### src/rtl/shift_pipe.sv
// shift_pipe: enable-gated delay line of DEPTH stages with per-stage valid
// tracking, a saturating fill counter and a runtime-selectable tap.
// mode 0 shifts one stage per enabled edge; mode 1 loads din into every stage.
module shift_pipe #(
    parameter int unsigned WIDTH  = 8,
    parameter int unsigned DEPTH  = 4,
    parameter int unsigned TAP_W  = 2,
    parameter int unsigned FILL_W = 3
) (
    input  logic              clk,
    input  logic              rst,
    input  logic              en,
    input  logic              mode,
    input  logic [WIDTH-1:0]  din,
    input  logic [TAP_W-1:0]  tap_sel,
    output logic [WIDTH-1:0]  dout,
    output logic [WIDTH-1:0]  tap_out,
    output logic [DEPTH-1:0]  valid,
    output logic [FILL_W-1:0] fill,
    output logic              full
);

    localparam logic [FILL_W-1:0] FillMax = FILL_W'(DEPTH);

    logic [WIDTH-1:0]  stage_q [DEPTH];
    logic [WIDTH-1:0]  stage_d [DEPTH];
    logic [DEPTH-1:0]  valid_q, valid_d;
    logic [FILL_W-1:0] fill_q, fill_d;
    logic              full_q, full_d;

    // Next state: hold when disabled, shift in mode 0, broadcast in mode 1.
    always_comb begin
        stage_d = stage_q;
        valid_d = valid_q;
        fill_d  = fill_q;
        if (en) begin
            if (mode) begin
                for (int i = 0; i < DEPTH; i++) begin
                    stage_d[i] = din;
                end
                valid_d = '1;
                fill_d  = FillMax;
            end else begin
                stage_d[0] = din;
                for (int i = 1; i < DEPTH; i++) begin
                    stage_d[i] = stage_q[i-1];
                end
                // Valid bits stay a thermometer code growing from bit 0.
                valid_d = {valid_q[DEPTH-2:0], 1'b1};
                if (fill_q != FillMax) begin
                    fill_d = fill_q + 1'b1;
                end
            end
        end
        full_d = (fill_d == FillMax);
    end

    // State registers with synchronous reset taking priority over enable.
    always_ff @(posedge clk) begin
        if (rst) begin
            for (int i = 0; i < DEPTH; i++) begin
                stage_q[i] <= '0;
            end
            valid_q <= '0;
            fill_q  <= '0;
            full_q  <= 1'b0;
        end else begin
            stage_q <= stage_d;
            valid_q <= valid_d;
            fill_q  <= fill_d;
            full_q  <= full_d;
        end
    end

    // Tap mux; selects beyond the last stage (non-power-of-two DEPTH) read 0.
    always_comb begin
        tap_out = '0;
        for (int i = 0; i < DEPTH; i++) begin
            if (tap_sel == TAP_W'(i)) begin
                tap_out = stage_q[i];
            end
        end
    end

    assign dout  = stage_q[DEPTH-1];
    assign valid = valid_q;
    assign fill  = fill_q;
    assign full  = full_q;

endmodule

### config.mk
export PLATFORM = sky130hd
export DESIGN_NAME = shift_pipe
export DESIGN_NICKNAME = d
export VERILOG_FILES = /design/src/rtl/shift_pipe.sv
export SDC_FILE = /design/constraint.sdc
export NUM_CORES = 1
export LEC_CHECK = 0
export BUFFER_PORTS_ARGS = -buffer_cell sky130_fd_sc_hd__buf_2
export CORE_UTILIZATION = 35
export CTS_CLUSTER_SIZE = 14
export DETAILED_ROUTE_END_ITERATION = 12
export PLACE_DENSITY = 0.63
export SLEW_MARGIN = 0
export SYNTH_ARGS = -nofsm -noshare
export SYNTH_HDL_FRONTEND = slang
export SYNTH_SLANG_ARGS = --single-unit
export TNS_END_PERCENT = 20
### constraint.sdc
create_clock -name clk -period 2 [get_ports clk]
set_clock_uncertainty 0.2 [all_clocks]
set_input_delay 0.2 -clock clk [delete_from_list [all_inputs] [get_ports clk]]
set_output_delay 0.2 -clock clk [all_outputs]
set_load 0.02 [all_outputs]
Word-level counts from Yosys, hierarchy flattened
Cells that the tools add are included.
- flip-flop bits (word level): 40
- equal/unequal tests: 5
- mux-type cells: 9
- reduce and logical (&&, ||, !) cells: 1
- add/sub/neg operators: 1
- operators with widths (cell ; number):
    $mux W8 ; 4
    $mux W24 ; 1
    $mux W3 ; 3
    $eq A2 B2 Y1 const B ; 2
    $mux W4 ; 1
    $add A3 B1 Y3 const B ; 1
    $eq A3 B3 Y1 const B ; 1
    $ne A3 B3 Y1 const B ; 1
    $eq A2 B1 Y1 const B ; 1
    $logic_not A2 Y1 ; 1

Longest topological paths before layout
- depth in word-level cells: 5
- mapped depth: 6
- gate-level depth less buffers: 6

Worst setup path after synthesis
No wires, ideal clock.
- path type: reg-to-reg
- start: register fill_q[0] (netlist: fill[0])
- end: register full_q (netlist: full)
- data arrival time: 1203 ps
- setup slack: 482 ps
- buffers on the path: 0
- library setup time: 116 ps
- required time: 1684 ps
- cell stages (with the launch flop): 6
- clock period less this slack: 1518 ps
- path through: dfxtp_1 > inv_1 > ha_1 > nand4b_1 > o311a_1 > and3_1
- longest elaborated chain between the ends: 5
- ends and longest elaborated chain (what ; line ; source):
    from (decl) ; 28 ; logic [FILL_W-1:0] fill_q, fill_d;
    from (signal assigned) ; 70 ; fill_q <= fill_d;
    $add A3 B1 Y3 / $ne A3 B3 Y1 (equally long branches) ; 51, 50 ;
    $mux W3 ; 50 ; if (fill_q != FillMax) begin
    $mux W3 ; 37 ; if (mode) begin
    $mux W3 * ; 36 ; if (en) begin
    $eq A3 B3 Y1 * ; 55 ; full_d = (fill_d == FillMax);
    to (signal assigned) ; 71 ; full_q <= full_d;
    to (decl) ; 29 ; logic full_q, full_d;
Mark *: on every way between the ends. The rest lies on a longest branch, timed or not.
A chain may end at the register's enable or synchronous reset.

Worst setup path after layout
- start: register stage_q (netlist bit dout[3])
- end: output tap_out[3]
- longest elaborated chain between the ends: 1
- ends and longest elaborated chain (what ; line ; source):
    from (decl) ; 25 ; logic [WIDTH-1:0] stage_q [DEPTH];
    from (signal assigned) ; 68 ; stage_q <= stage_d;
    $mux W8 ; 79 ; if (tap_sel == TAP_W'(i)) begin
    to (decl) ; 17 ; output logic [WIDTH-1:0] tap_out,
No other way between the ends.

==> results.cfg <==
[setup_path]
cp-end-kind = output port
r2r_cells = 5
crit_end = tap_out[3]
cp.arrival_ns = 1.25
cp-start-kind = flop
regToRegEndpoint = full
crit_fanout = 3
r2r_start = fill[0]
path_class = reg2out
reg2reg_slack_ns = 0.52
crit_path_start = dout[3]
critPathRequiredTime_ns = 1.60

[place]
port_buffers = 37
dp_hpwl_um = 2420
gp_congestion = 0.690

[finish]
final.fill_count = 535
drive_gt1_share_pct = 26.5
fin_nets = 234
final_common_cell = nor2_1
final_cell_mix = 44 x nor2_1, 40 x dfxtp_1, 37 x buf_2
multi_input_area_um2 = 963
area_delta_synth_final_pct = 15.7
regArea_um2 = 801
n_antenna_cell = 0

[global_routing]
grt_first_pass_wirelength_um = 6660
overflow = 0
antenna_found_initial = 0
first_global_vias = 1404
grt_max_degree = 66
grt_use_total_pct = 14.4

[synth]
avgSynthCellArea_um2 = 10.4
yosysUniqueCellTypes = 23
netlist_area_um2 = 1950
postSynthCellCount = 188
ys_seq_elements = 40
yosysWarnings = 0
syn-num-nets = 204
yosysSeqAreaShare_pct = 41.0

[timing]
worst_pin_slew_ns = 0.434
rsz0062_at_grt = false
slew_headroom_pct = 71.1
setup_violations = 0
final_hold_viol_count = 0
setup_tns_ns = 0
drv_slew = 0
period_share_pct = 82.5
fin_crit_ns = 1.65
max_freq_ghz = 0.606

[power]
p_comb_share_pct = 17.0
powerDensity_nw_per_um2 = 823
p_leak_nw = 0.998
p_sw_w = 0.000498
p_int_w = 0.00136
p_sw_share_pct = 26.8
clock_power_share_pct = 35.2
finalPower_w = 0.00186
p_seq_share_pct = 47.9
ir_drop_uv = 425

[floorplanning]
rows = 26
start_util_pct = 37.3
dieArea_um2 = 5890
fp.dieH_um = 76.7
coreArea_um2 = 5240
io_pins = 38
fp.dieW_um = 76.7

[route]
drt_iter0_drc = 45
wirelength_um = 3880
drtPass1Iterations = 4
vias = 1464
wire_per_inst_um = 13.4
postRouteAntennaNets = 0
via_per_inst = 5.07
route.detailed.drc = 0

[cts]
clock_latency_ns = 0.29
clk_path_buf_depth = 2
cts_post_setup_buffers_inserted = 0
cts.reportedPaths.clkPinSlew_ns = 0.08
clock_sinks = 40
htreeDepth = 2
clockRootBuffer = clkbuf_8
cts_tree = done
cts_buffers = 5

[worst_hold_path]
hp-class = in2reg

[job]
drv_cap = 0

[outcome]
outcome = finished clean
[synthesized netlist by cell type]
cell | instances | area, um2
a211oi_1 | 26 | 195
a211oi_2 | 1 | 12.5
a21oi_1 | 1 | 5.00
a2bb2oi_1 | 1 | 8.76
a31oi_1 | 1 | 6.26
and2b_2 | 1 | 8.76
and3_1 | 1 | 6.26
buf_1 | 2 | 7.51
buf_12 | 2 | 40.0
buf_2 | 3 | 15.0
buf_4 | 13 | 97.6
buf_6 | 1 | 11.3
clkbuf_1 | 3 | 11.3
dfxtp_1 | 40 | 801
ha_1 | 2 | 25.0
inv_1 | 2 | 7.51
mux2i_1 | 32 | 320
mux4_2 | 8 | 180
nand2_1 | 1 | 3.75
nand3b_1 | 1 | 7.51
nand4b_1 | 1 | 8.76
nor2_1 | 44 | 165
o311a_1 | 1 | 10.0
[worst min path at each step]
stage,to,depth (start not counted),from
floorplan,stage_q[30],2,din[6]
global placement,valid[0],2,valid[0]
detailed placement,valid[3],2,valid[3]
CTS,stage_q[31],3,din[7]
global route,stage_q[31],3,din[7]
finish,stage_q[24],3,din[0]
[registers in the layout, summed over array words and instances, names as in the netlist]
register,count
full,1
fill,3
stage_q,24
dout,8
valid,4
[critical path, cell delays in order (launching register included)]
cell,delay (ns)
dfxtp_1,0.32
mux4_2,0.47
buf_2,0.17
[stage by stage]
stage               instances  hold WS, ns  utilization (%)  area [um2]  worst slack [ns]
floorplan                 188        0.147                -        1950             0.482
global placement          274        0.275             39.7        2080             0.346
detailed placement        274        0.275             39.7        2080             0.345
CTS                       289     0.000573             43.2        2260             0.321
global route              289       0.0104             43.2        2260             0.294
finish                    289       0.0113             43.2        2260             0.349
[routing by layer]
| metal | track usage [%] | wire [um] | vias to the layer above |
|---|---|---|---|
| met2 | 23.6 | 1760 | 29 |
| met3 | 3.45 | 135 | 8 |
| met4 | 7.31 | 82 | 0 |
| met1 | 17.6 | 1900 | 697 |
| met5 | 0 | 0 | - |
| li1 | - | - | 730 |
[area by class of cell]
cell class                      count  area share, %
Multi-Input combinational cell    122           42.6
Sequential cell                    40           35.4
Timing Repair Buffer               47           12.8
Tap cell                           70           3.87
Clock buffer                        5           3.04
Clock inverter                      3           1.88
Inverter                            2          0.332
[power groups by stage]
| stage | Sequential (W) | Combinational [W] | Clock (W) |
|---|---|---|---|
| 3_3_place_gp | 0.000908 | 0.000304 | 0 |
| 4_1_cts | 0.000891 | 0.000320 | 0.000682 |
| 3_5_place_dp | 0.000909 | 0.000309 | 0 |
| 6_report | 0.000890 | 0.000315 | 0.000655 |
| 5_1_grt | 0.000901 | 0.000346 | 0.000712 |
| 2_1_floorplan | 0.000911 | 0.000242 | 0 |
[timing repair]
action | in CTS | in global routing
gates resized for setup | 0 | 0
hold buffers | 7 | 0
hold endpoints to repair | 7 | 0
[kinds of logic (layout without fill, tap and decap cells)]
logic type,after synthesis,after routing,share of synthesized area (%)
AND/OR/NAND/NOR,49,49,10.2
multiplexers,40,40,25.6
flip-flops,40,40,41.0
AO/OA/AOI/OAI,31,31,12.2
buffers and inverters,26,57,9.73
adder cells (fa/ha/maj),2,2,1.28
Power figures use the tool's default switching activity.
